### src/rtl/fifo_frame_reader_if.sv
// FIFO read port and framed output stream of fifo_frame_reader.
// master = the reader block, slave = FIFO plus downstream egress logic.
interface fifo_frame_reader_if #(
  parameter int DATA_WIDTH = 16
);
  logic                  fifo_empty;
  logic                  fifo_read_enable;
  logic [DATA_WIDTH-1:0] fifo_read_data;
  logic                  fifo_read_data_valid;
  logic [DATA_WIDTH-1:0] stream_data;
  logic                  stream_valid;
  logic                  stream_last;
  logic                  stream_ready;

  modport master (
    input  fifo_empty, fifo_read_data, fifo_read_data_valid, stream_ready,
    output fifo_read_enable, stream_data, stream_valid, stream_last
  );

  modport slave (
    output fifo_empty, fifo_read_data, fifo_read_data_valid, stream_ready,
    input  fifo_read_enable, stream_data, stream_valid, stream_last
  );
endinterface

### src/rtl/fifo_frame_reader.sv
// Drains a 1-cycle-latency FIFO into a framed valid/ready stream, dropping oversized frames.
// Optional FIFO_FRAME_READER_FRAME_COUNT_EN adds saturating frame_count / drop_count outputs.
module fifo_frame_reader #(
  parameter int          DATA_WIDTH      = 16,
  parameter int          LENGTH_WIDTH    = 12,
  parameter int unsigned MAX_FRAME_WORDS = 1024
) (
  input  logic                clock,
  input  logic                reset,
  fifo_frame_reader_if.master bus,
  output logic                frame_error,
  output logic                busy
`ifdef FIFO_FRAME_READER_FRAME_COUNT_EN
  ,
  output logic [31:0]         frame_count,
  output logic [15:0]         drop_count
`endif
);
  typedef enum logic [1:0] {IDLE, HEADER, PAYLOAD, DROP} state_e;

  state_e                         state_q, state_d, cur_state;
  logic [LENGTH_WIDTH-1:0]        cnt_q, cnt_d;
  logic [1:0][DATA_WIDTH-1:0]     buf_q, buf_d;
  logic [1:0]                     count_q, count_d;
  logic                           in_flight_q, in_flight_d;
  logic                           frame_error_q, frame_error_d;

  logic                           rd_vld, head_vld, pop, store, out_valid, out_last;
  logic [DATA_WIDTH-1:0]          head;
  logic [LENGTH_WIDTH-1:0]        hdr_len;
  logic [1:0]                     fill;

  // An empty buffer lets the arriving word flow straight to the head, which
  // is what keeps one word per cycle under the fill < 2 read rule.
  assign rd_vld   = bus.fifo_read_data_valid && !reset;
  assign head_vld = !reset && (count_q != 2'd0 || rd_vld);
  assign head     = (count_q != 2'd0) ? buf_q[0] : bus.fifo_read_data;
  assign hdr_len  = head[LENGTH_WIDTH-1:0];
  assign fill     = count_q + {1'b0, in_flight_q};

  assign bus.fifo_read_enable = !reset && !bus.fifo_empty && (fill < 2'd2);
  assign bus.stream_valid     = out_valid;
  assign bus.stream_last      = out_last;
  assign bus.stream_data      = out_valid ? head : '0;
  assign frame_error          = frame_error_q;
  assign busy                 = (state_q != IDLE) || (count_q != 2'd0) || in_flight_q;

  always_comb begin
    state_d       = state_q;
    cnt_d         = cnt_q;
    pop           = 1'b0;
    out_valid     = 1'b0;
    out_last      = 1'b0;
    frame_error_d = 1'b0;
    cur_state     = (state_q == IDLE && head_vld) ? HEADER : state_q;
    case (cur_state)
      HEADER: if (head_vld) begin
        if (32'(hdr_len) > MAX_FRAME_WORDS) begin
          pop           = 1'b1;
          frame_error_d = 1'b1;
          cnt_d         = hdr_len;
          state_d       = DROP;
        end else begin
          out_valid = 1'b1;
          out_last  = (hdr_len == '0);
          state_d   = HEADER;
          if (bus.stream_ready) begin
            pop     = 1'b1;
            cnt_d   = hdr_len;
            state_d = (hdr_len == '0) ? IDLE : PAYLOAD;
          end
        end
      end
      PAYLOAD: if (head_vld) begin
        out_valid = 1'b1;
        out_last  = (cnt_q == LENGTH_WIDTH'(1));
        if (bus.stream_ready) begin
          pop   = 1'b1;
          cnt_d = cnt_q - 1'b1;
          if (cnt_q == LENGTH_WIDTH'(1)) state_d = IDLE;
        end
      end
      DROP: if (head_vld) begin
        pop   = 1'b1;
        cnt_d = cnt_q - 1'b1;
        if (cnt_q == LENGTH_WIDTH'(1)) state_d = IDLE;
      end
      default: ;
    endcase
  end

  always_comb begin
    buf_d   = buf_q;
    count_d = count_q;
    store   = rd_vld && !(count_q == 2'd0 && pop);
    if (pop && count_q != 2'd0) begin
      buf_d[0] = buf_q[1];
      count_d  = count_q - 2'd1;
    end
    if (store) begin
      buf_d[count_d[0]] = bus.fifo_read_data;
      count_d           = count_d + 2'd1;
    end
    in_flight_d = bus.fifo_read_enable ? 1'b1 : (rd_vld ? 1'b0 : in_flight_q);
  end

  always_ff @(posedge clock) begin
    if (reset) begin
      state_q       <= IDLE;
      cnt_q         <= '0;
      buf_q         <= '0;
      count_q       <= '0;
      in_flight_q   <= 1'b0;
      frame_error_q <= 1'b0;
    end else begin
      state_q       <= state_d;
      cnt_q         <= cnt_d;
      buf_q         <= buf_d;
      count_q       <= count_d;
      in_flight_q   <= in_flight_d;
      frame_error_q <= frame_error_d;
    end
  end

`ifdef FIFO_FRAME_READER_FRAME_COUNT_EN
  logic [31:0] frame_count_q, frame_count_d;
  logic [15:0] drop_count_q, drop_count_d;

  always_comb begin
    frame_count_d = frame_count_q;
    drop_count_d  = drop_count_q;
    if (out_valid && bus.stream_ready && out_last && frame_count_q != '1)
      frame_count_d = frame_count_q + 32'd1;
    if (frame_error_q && drop_count_q != '1)
      drop_count_d = drop_count_q + 16'd1;
  end

  always_ff @(posedge clock) begin
    if (reset) begin
      frame_count_q <= '0;
      drop_count_q  <= '0;
    end else begin
      frame_count_q <= frame_count_d;
      drop_count_q  <= drop_count_d;
    end
  end

  assign frame_count = frame_count_q;
  assign drop_count  = drop_count_q;
`endif
endmodule

### src/flat_wrapper.sv
// flat-port wrapper written by rule: the top's interface ports become plain ports
module fifo_frame_reader_flat 
#(
  parameter int          DATA_WIDTH      = 16,
  parameter int          LENGTH_WIDTH    = 12,
  parameter int unsigned MAX_FRAME_WORDS = 1024
)
  (clock, reset, frame_error, busy, bus_fifo_empty, bus_fifo_read_data, bus_fifo_read_data_valid, bus_stream_ready, bus_fifo_read_enable, bus_stream_data, bus_stream_valid, bus_stream_last);
  fifo_frame_reader_if #(.DATA_WIDTH(DATA_WIDTH)) bus_i ();
  input  logic clock;
  input  logic reset;
  output logic frame_error;
  output logic busy;
  input wire logic [$bits(bus_i.fifo_empty)-1:0] bus_fifo_empty;
  input wire logic [$bits(bus_i.fifo_read_data)-1:0] bus_fifo_read_data;
  input wire logic [$bits(bus_i.fifo_read_data_valid)-1:0] bus_fifo_read_data_valid;
  input wire logic [$bits(bus_i.stream_ready)-1:0] bus_stream_ready;
  output wire logic [$bits(bus_i.fifo_read_enable)-1:0] bus_fifo_read_enable;
  output wire logic [$bits(bus_i.stream_data)-1:0] bus_stream_data;
  output wire logic [$bits(bus_i.stream_valid)-1:0] bus_stream_valid;
  output wire logic [$bits(bus_i.stream_last)-1:0] bus_stream_last;
  assign bus_i.fifo_empty = bus_fifo_empty;
  assign bus_i.fifo_read_data = bus_fifo_read_data;
  assign bus_i.fifo_read_data_valid = bus_fifo_read_data_valid;
  assign bus_i.stream_ready = bus_stream_ready;
  assign bus_fifo_read_enable = bus_i.fifo_read_enable;
  assign bus_stream_data = bus_i.stream_data;
  assign bus_stream_valid = bus_i.stream_valid;
  assign bus_stream_last = bus_i.stream_last;
  fifo_frame_reader #(.DATA_WIDTH(DATA_WIDTH), .LENGTH_WIDTH(LENGTH_WIDTH), .MAX_FRAME_WORDS(MAX_FRAME_WORDS)) u_core (.clock(clock), .reset(reset), .bus(bus_i), .frame_error(frame_error), .busy(busy));
endmodule
### config.mk
export PLATFORM = sky130hd
export DESIGN_NAME = fifo_frame_reader_flat
export DESIGN_NICKNAME = d
export VERILOG_FILES = /design/src/rtl/fifo_frame_reader_if.sv /design/src/rtl/fifo_frame_reader.sv /design/src/flat_wrapper.sv
export SDC_FILE = /design/constraint.sdc
export NUM_CORES = 1
export LEC_CHECK = 0
export CORE_MARGIN = 2
export CORE_UTILIZATION = 40
export CTS_CLUSTER_DIAMETER = 60
export DETAILED_ROUTE_END_ITERATION = 16
export PLACE_DENSITY = 0.67
export RECOVER_POWER = 25
export SLEW_MARGIN = 20
export SYNTH_ARGS = -nofsm -noshare
export SYNTH_HDL_FRONTEND = slang
export SYNTH_SLANG_ARGS = --single-unit
### constraint.sdc
create_clock -name clock -period 5.3 [get_ports clock]
set_clock_uncertainty 0.2 [all_clocks]
set_input_delay 0.795 -clock clock [delete_from_list [all_inputs] [get_ports clock]]
set_output_delay 0.795 -clock clock [all_outputs]
set_load 0.1 [all_outputs]
==> results of run 1 <==
[metal layers]
| metal | track usage (%) | part of all wire [%] |
|---|---|---|
| met3 | 3.92 | 4.9 |
| met5 | 0 | 0 |
| met2 | 32.6 | 45 |
| met4 | 4.27 | 1.3 |
| met1 | 28.0 | 48 |
[per-stage QoR]
stage               hold WS [ns]  cell area [um^2]  power, W
floorplan                  0.241              2870   0.00134
global placement           0.262              3290   0.00156
detailed placement         0.271              3290   0.00157
CTS                        0.285              3380   0.00181
global route               0.324              3360   0.00191
finish                     0.279              3360   0.00180
[area by class of cell]
class	count	area (um^2)	share of cell area, %
multi-input cells	252	1700	50.4
clock buffers	5	68.8	2.05
inverters	9	33.8	1.00
flip-flops and latches	50	1000	29.8
well taps	96	120	3.57
clock inverters	3	23.8	0.707
repair buffers	50	420	12.5
[power breakdown]
group	internal, W	switching, W	leakage (nW)
sequential	0.000439	0.0000626	0.407
clock	0.0000947	0.000142	0.0408
combinational	0.000348	0.000714	0.897
[final timing paths]
kind	startpoint	end	slack (ns)	cells after the start
worst max-delay path	u_core.count_q[0]$_SDFF_PP0_	bus_stream_data[6]	0.84	10
worst min-delay path	u_core.cnt_q[10]$_SDFFE_PP0P_	u_core.cnt_q[10]$_SDFFE_PP0P_	0.28	2
worst max register to register	u_core.count_q[0]$_SDFF_PP0_	u_core.buf_q[21]$_SDFFE_PP0P_	0.87	14
worst min register to register	u_core.cnt_q[10]$_SDFFE_PP0P_	u_core.cnt_q[10]$_SDFFE_PP0P_	0.28	2
[worst min-delay path, stage by stage, from the launching register on]
cell      delay (ns)
dfxtp_1         0.32
nand2b_1        0.06
o21ai_0         0.06
[layout by cell type (no fill, tap or decap), types with 7 or more instances in the layout]
| master | count |
|---|---|
| nor2_1 | 55 |
| mux2i_1 | 52 |
| dfxtp_1 | 50 |
| buf_4 | 25 |
| nor3_1 | 22 |
| clkdlybuf4s50_1 | 20 |
| o21ai_0 | 14 |
| a21oi_1 | 12 |
| nand2_1 | 11 |
| a211oi_2 | 10 |
| a211oi_1 | 9 |
| inv_1 | 8 |
| nor4_1 | 7 |
[synthesized netlist by cell type (2+ instances only)]
library cell | instances | area share (%)
nand2_1 | 11 | 1.4
or3_1 | 4 | 0.87
a211oi_2 | 10 | 4.4
buf_2 | 2 | 0.35
nand3_1 | 5 | 0.87
nor2b_1 | 3 | 0.65
xnor2_1 | 2 | 0.61
clkbuf_1 | 18 | 2.4
nor2_1 | 55 | 7.2
a2111oi_0 | 3 | 0.92
o22ai_1 | 2 | 0.44
nor3_1 | 22 | 3.8
nor4b_1 | 4 | 1.2
mux2i_1 | 52 | 18
o21ai_0 | 14 | 2.4
buf_1 | 2 | 0.26
a211oi_1 | 9 | 2.4
or2_2 | 2 | 0.44
buf_6 | 4 | 1.6
nand2b_1 | 3 | 0.65
inv_1 | 8 | 1.0
a21oi_1 | 12 | 2.1
a21o_1 | 2 | 0.52
nor4_1 | 7 | 1.5
and2_1 | 2 | 0.44
a31oi_1 | 4 | 0.87
nand4b_1 | 4 | 1.2
dfxtp_1 | 50 | 35
and3_1 | 4 | 0.87
ha_1 | 4 | 1.7
[sequential cells by signal (all words and copies together), names as in the netlist]
register,count
u_core.buf_q,32
u_core.cnt_q,12
u_core.count_q,2
u_core.state_q,2
u_core.frame_error,1
u_core.in_flight_q,1
[cell families (layout without fill, tap and decap cells)]
logic type	after synthesis	after routing
compound gates	62	62
xor+xnor	2	2
simple gates	131	131
flops	50	50
mux	53	53
buf+inv	35	67
fa+ha+maj	4	4
==> key figures, run 1 <==
Clock network
  – Clock slew seen by the registers of the worst setup and hold paths: 0.09 ns
  – Root buf cell: clkbuf_8
  – CTS tree: built
  – CTS resizes: 0
  – Hold Buf Count CTS: 0
  – Clk_lat worst skew: 0.31 ns
  – H-tree depth: 2
  – Post-CTS Setup Bufs: 0
  – CTS Buffer Depth: 2
  – Clock sink total: 50
  – Num CTS Buffers: 5

Timing
  – Fin. Hold Viols: 0
  – Setup_tns: 0 ns
  – Fin. max-slew vios: 0
  – Final Setup Violations: 0
  – Relative slew slack: 6.10%
  – Max Clock Freq: 224 MHz
  – PnR worst setup slack: 0.835 ns
  – Worst-Margin Slew: 1.41 ns
  – Final period util: 84.2%
  – Crit path time final: 4.46 ns
  – Unrepaired setup endpoints after global routing: false

Setup path
  – CP Class: register to output port
  – Crit Path Max Fanout: 14
  – CP max stage cell: ha_1
  – CP arrival: 3.47 ns
  – Worst setup SP type: register
  – Worst Path Buf+Inv: 4
  – Worst path max stage delay: 0.62 ns
  – CP delay by family, top: buffers and inverters
  – Data required, critical path: 4.30 ns
  – Crit end category: output port
  – Most frequent CP cell: buf_4
  – Crit path cell chain: clkinv_1, ha_1, buf_4, mux2i_1, nand2_1, nand3_1, o21ai_1, buf_4, nor2_1, buf_4

Synthesis
  – Mean area per synthesized cell: 8.51 um^2
  – Number of synthesized flops with an enable pin: 0
  – FF+latch count, synth: 50
  – Post-Synth Simple-Gate Area: 22.6%
  – Post-synth design cell area: 0.00287 mm^2
  – Sequential element share of the synthesized area: 34.9%
  – Largest family of logic cells by synthesized area: simple AND/OR/NAND/NOR gates
  – Gate Count Post-Synth: 337
  – Asr flop ratio synth: 0%
  – Syn nets: 362
  – Post-synthesis compound-gate area fraction: 15.8%
  – Post-synth top flop: dfxtp_1
  – Area share of xor/xnor cells in the synthesized design: 0.611%
  – Mux contribution to synthesized area: 18.6%
  – Synth warn: 0
  – Netlist cell types: 43
  – Synth Area in Adders: 1.75%

Detailed routing
  – Via density: 5.59
  – DRC: 0
  – Total length of routed wires: 7480 um
  – DRT iter0 DRCs: 156
  – Drt pass-1 iters: 4
  – Wirelength per Cell: 16.1 um
  – Antenna-violating nets left: 0
  – Vias: 2,598

Global routing
  – Antenna violations before repair: 0
  – Total grt overflow: 0
  – First-pass GRT wire length: 12,500 um
  – Total GRT Usage: 20.2%
  – Vias in the first global route: 2,477
  – Largest net degree at the start of global routing: 31

Floorplanning
  – Die area: 0.00786 mm^2
  – # rows: 30
  – Core area: 0.00687 mm^2
  – Initial Utilization: 41.7%
  – Die width: 88.7 um
  – Number of top-level pins: 42
  – Die Y: 88.7 um

Job
  – Max-Cap Viols: 0

Worst hold path
  – Class of the worst hold path: register to register

Placement
  – IO Port Bufs: 41
  – Dpl hpwl: 5370 um
  – Worst slack, placed: 1.22 ns
  – Placed Cells: 457
  – Gpl congestion: 0.841

Power and ir drop
  – Power per cell area: 535 mW/mm^2
  – Worst vdd ir: 294 uV
  – Leak pwr: 1.34 nW

Cells and area
  – Area delta synth->final: 17.3%
  – Fin util: 49.0%
  – Layout cells sized above 1: 13.3%
  – Number of diodes: 0
  – Final #Nets: 393
  – Filler cells: 669
  – Layout Cells excl Fill: 465

Run status
  – Status: finished, final reports clean
No activity file was read; power rests on OpenSTA's default activity.
==> inputs of run 2 (changes only) <==
==> constraint.sdc (replaced) <==
create_clock -name clock -period 4.3 [get_ports clock]
set_clock_uncertainty 0.2 [all_clocks]
set_input_delay 0.645 -clock clock [delete_from_list [all_inputs] [get_ports clock]]
set_output_delay 0.645 -clock clock [all_outputs]
set_load 0.1 [all_outputs]
==> run 2 against run 1 <==
Die area stayed put. Core utilization is 3.5 points higher. Cell count is 0.43% higher. Register-to-register slack worse by 0.17 ns. Via count is 0.62% higher. First-iteration DRC count is 26% higher.
==> key figures, run 2 (synthesis results as in run 1) <==
Cells and area
  – Largest Register: u_core.buf_q (unchanged)
  – Max reg flops: 32 (unchanged)
  – Layout cells sized above 1: 14.8% (was 13.3%)
  – Area delta synth->final: 25.8% (was 17.3%)
  – Number of diodes: 0 (unchanged)
  – Final #Nets: 395 (was 393)
  – Design area: 0.00361 mm^2 (was 0.00336 mm^2)
  – Filler cells: 645 (was 669)
  – Commonest cells after routing, fill and taps aside: 55 x nor2_1, 52 x mux2i_1, 50 x dfxtp_1 (unchanged)
  – Commonest non-fill, non-tap cell in the layout: nor2_1 (unchanged)
  – Biggest registers after layout: u_core.buf_q x32, u_core.cnt_q x12 (unchanged)
  – Layout Cells excl Fill: 467 (was 465)

Placement
  – Placed Cells: 459 (was 457)
  – IO Port Bufs: 41 (unchanged)
  – Dpl hpwl: 5210 um (was 5370 um)
  – Gpl congestion: 0.878 (was 0.841)
  – Post-Place Cell Area: 0.00352 mm^2 (was 0.00329 mm^2)

Clock network
  – Root buf cell: clkbuf_8 (unchanged)
  – CTS Buffer Depth: 2 (unchanged)
  – Clk_lat worst skew: 0.32 ns (was 0.31 ns)
  – Num CTS Buffers: 5 (unchanged)
  – Post-CTS Setup Bufs: 0 (unchanged)
  – Clock sink total: 50 (unchanged)
  – CTS resizes: 0 (unchanged)
  – H-tree depth: 2 (unchanged)
  – Clock slew seen by the registers of the worst setup and hold paths: 0.10 ns (was 0.09 ns)
  – Hold Buf Count CTS: 0 (unchanged)
  – CTS tree: built (unchanged)

Detailed routing
  – Vias: 2,614 (was 2,598)
  – Via density: 5.60 (was 5.59)
  – DRC: 0 (unchanged)
  – DRT iter0 DRCs: 196 (was 156)
  – Drt pass-1 iters: 4 (unchanged)
  – Total length of routed wires: 7470 um (was 7480 um)
  – Wirelength per Cell: 16.0 um (was 16.1 um)
  – Antenna-violating nets left: 0 (unchanged)

Global routing
  – Antenna violations before repair: 0 (unchanged)
  – First-pass GRT wire length: 12,200 um (was 12,500 um)
  – Total GRT Usage: 19.6% (was 20.2%)
  – Total grt overflow: 0 (unchanged)
  – Vias in the first global route: 2,457 (was 2,477)
  – Largest net degree at the start of global routing: 56 (was 31)

Floorplanning
  – Die area: 0.00786 mm^2 (unchanged)
  – Die width: 88.7 um (unchanged)
  – # rows: 30 (unchanged)
  – Core area: 0.00687 mm^2 (unchanged)
  – Die Y: 88.7 um (unchanged)
  – Number of top-level pins: 42 (unchanged)
  – Initial Utilization: 41.7% (unchanged)

Worst hold path
  – End of the worst hold path: u_core.cnt_q[10]$_SDFFE_PP0P_ (unchanged)
  – Critical hold path startpoint: u_core.cnt_q[10]$_SDFFE_PP0P_ (unchanged)
  – Hold Crit Depth: 2 (unchanged)
  – Class of the worst hold path: register to register (unchanged)

Timing
  – Fin. max-slew vios: 0 (unchanged)
  – Worst-Margin Slew: 1.16 ns (was 1.41 ns)
  – Final Setup Violations: 0 (unchanged)
  – Fin. Hold Viols: 0 (unchanged)
  – Setup_tns: 0 ns (unchanged)
  – Unrepaired setup endpoints after global routing: false (unchanged)
  – Final period util: 90.7%
  – Relative slew slack: 23.0% (was 6.10%)
  – Crit path time final: 3.90 ns
  – Max Clock Freq: 256 MHz

Setup path
  – CP Class: register to output port (unchanged)
  – CP arrival: 3.05 ns (was 3.47 ns)
  – RR Startpoint: u_core.count_q[0]$_SDFF_PP0_ (unchanged)
  – R2R depth: 13 (was 14)
  – Worst setup SP type: register (unchanged)
  – Data required, critical path: 3.45 ns (was 4.30 ns)
  – Crit end category: output port (unchanged)
  – R2r endpoint: u_core.buf_q[25]$_SDFFE_PP0P_ (was u_core.buf_q[21]$_SDFFE_PP0P_)
  – Worst R2R Setup Slack: 0.70 ns (was 0.87 ns)
  – Crit Path Max Fanout: 13 (was 14)

Power and ir drop
  – Leak pwr: 1.41 nW (was 1.34 nW)
  – Power per cell area: 646 mW/mm^2 (was 535 mW/mm^2)
  – Worst vdd ir: 382 uV (was 294 uV)

Run status
  – Status: finished, final reports clean (unchanged)

Job
  – Max-Cap Viols: 0 (unchanged)
==> run 2: through the flow <==
stage | hold slack (ns) | utilization, % | setup WS [ns] | total power [W]
5_1_grt | 0.329 | 52.5 | 0.225 | 0.00246
3_5_place_dp | 0.274 | 51.3 | 0.495 | 0.00204
6_report | 0.294 | 52.5 | 0.401 | 0.00233
3_3_place_gp | 0.263 | 51.3 | 0.593 | 0.00203
2_1_floorplan | 0.241 | - | 0.344 | 0.00166
4_1_cts | 0.289 | 52.6 | 0.138 | 0.00234
==> run 2: per-layer routing <==
metal / vias up / global-route usage (%) / share of wire, %
met1: 1236 / 28.4 / 48
li1: 1289 / - / -
met5: - / 0 / 0
met2: 73 / 29.4 / 44
met4: 0 / 6.47 / 1.9
met3: 16 / 3.73 / 5.4
==> run 2: final cells by class <==
class,instances,area [um^2],area share (%)
inverters,9,33.8,0.937
repair buffers,52,653,18.1
flip-flops and latches,50,1000,27.7
multi-input cells,252,1710,47.3
clock buffers,5,68.8,1.91
well taps,96,120,3.33
clock inverters,3,25.0,0.694
==> run 2: worst max-delay path by stage <==
stage / from / cells past startpoint / endpoint
finish: u_core.count_q[0]$_SDFF_PP0_ / 9 / bus_stream_data[7]
global route: u_core.count_q[0]$_SDFF_PP0_ / 9 / bus_stream_data[7]
CTS: u_core.count_q[0]$_SDFF_PP0_ / 9 / bus_stream_data[7]
detailed placement: u_core.count_q[0]$_SDFF_PP0_ / 13 / u_core.buf_q[29]$_SDFFE_PP0P_
global placement: u_core.count_q[0]$_SDFF_PP0_ / 13 / u_core.buf_q[16]$_SDFFE_PP0P_
floorplan: u_core.count_q[0]$_SDFF_PP0_ / 9 / bus_stream_data[12]
==> run 2: report_power, final <==
group / internal, W / switching (W)
sequential: 0.000542 / 0.0000652
clock: 0.000118 / 0.000178
combinational: 0.000524 / 0.000904
==> run 2: critical path: stages, from the launching register on <==
cell and delay (ns):
dfxtp_1 0.33, clkinv_1 0.13, ha_2 0.47, mux2i_1 0.49
nand4_1 0.24, nand3_1 0.20, o21ai_1 0.19, buf_4 0.24
nor2_1 0.22, buf_12 0.21
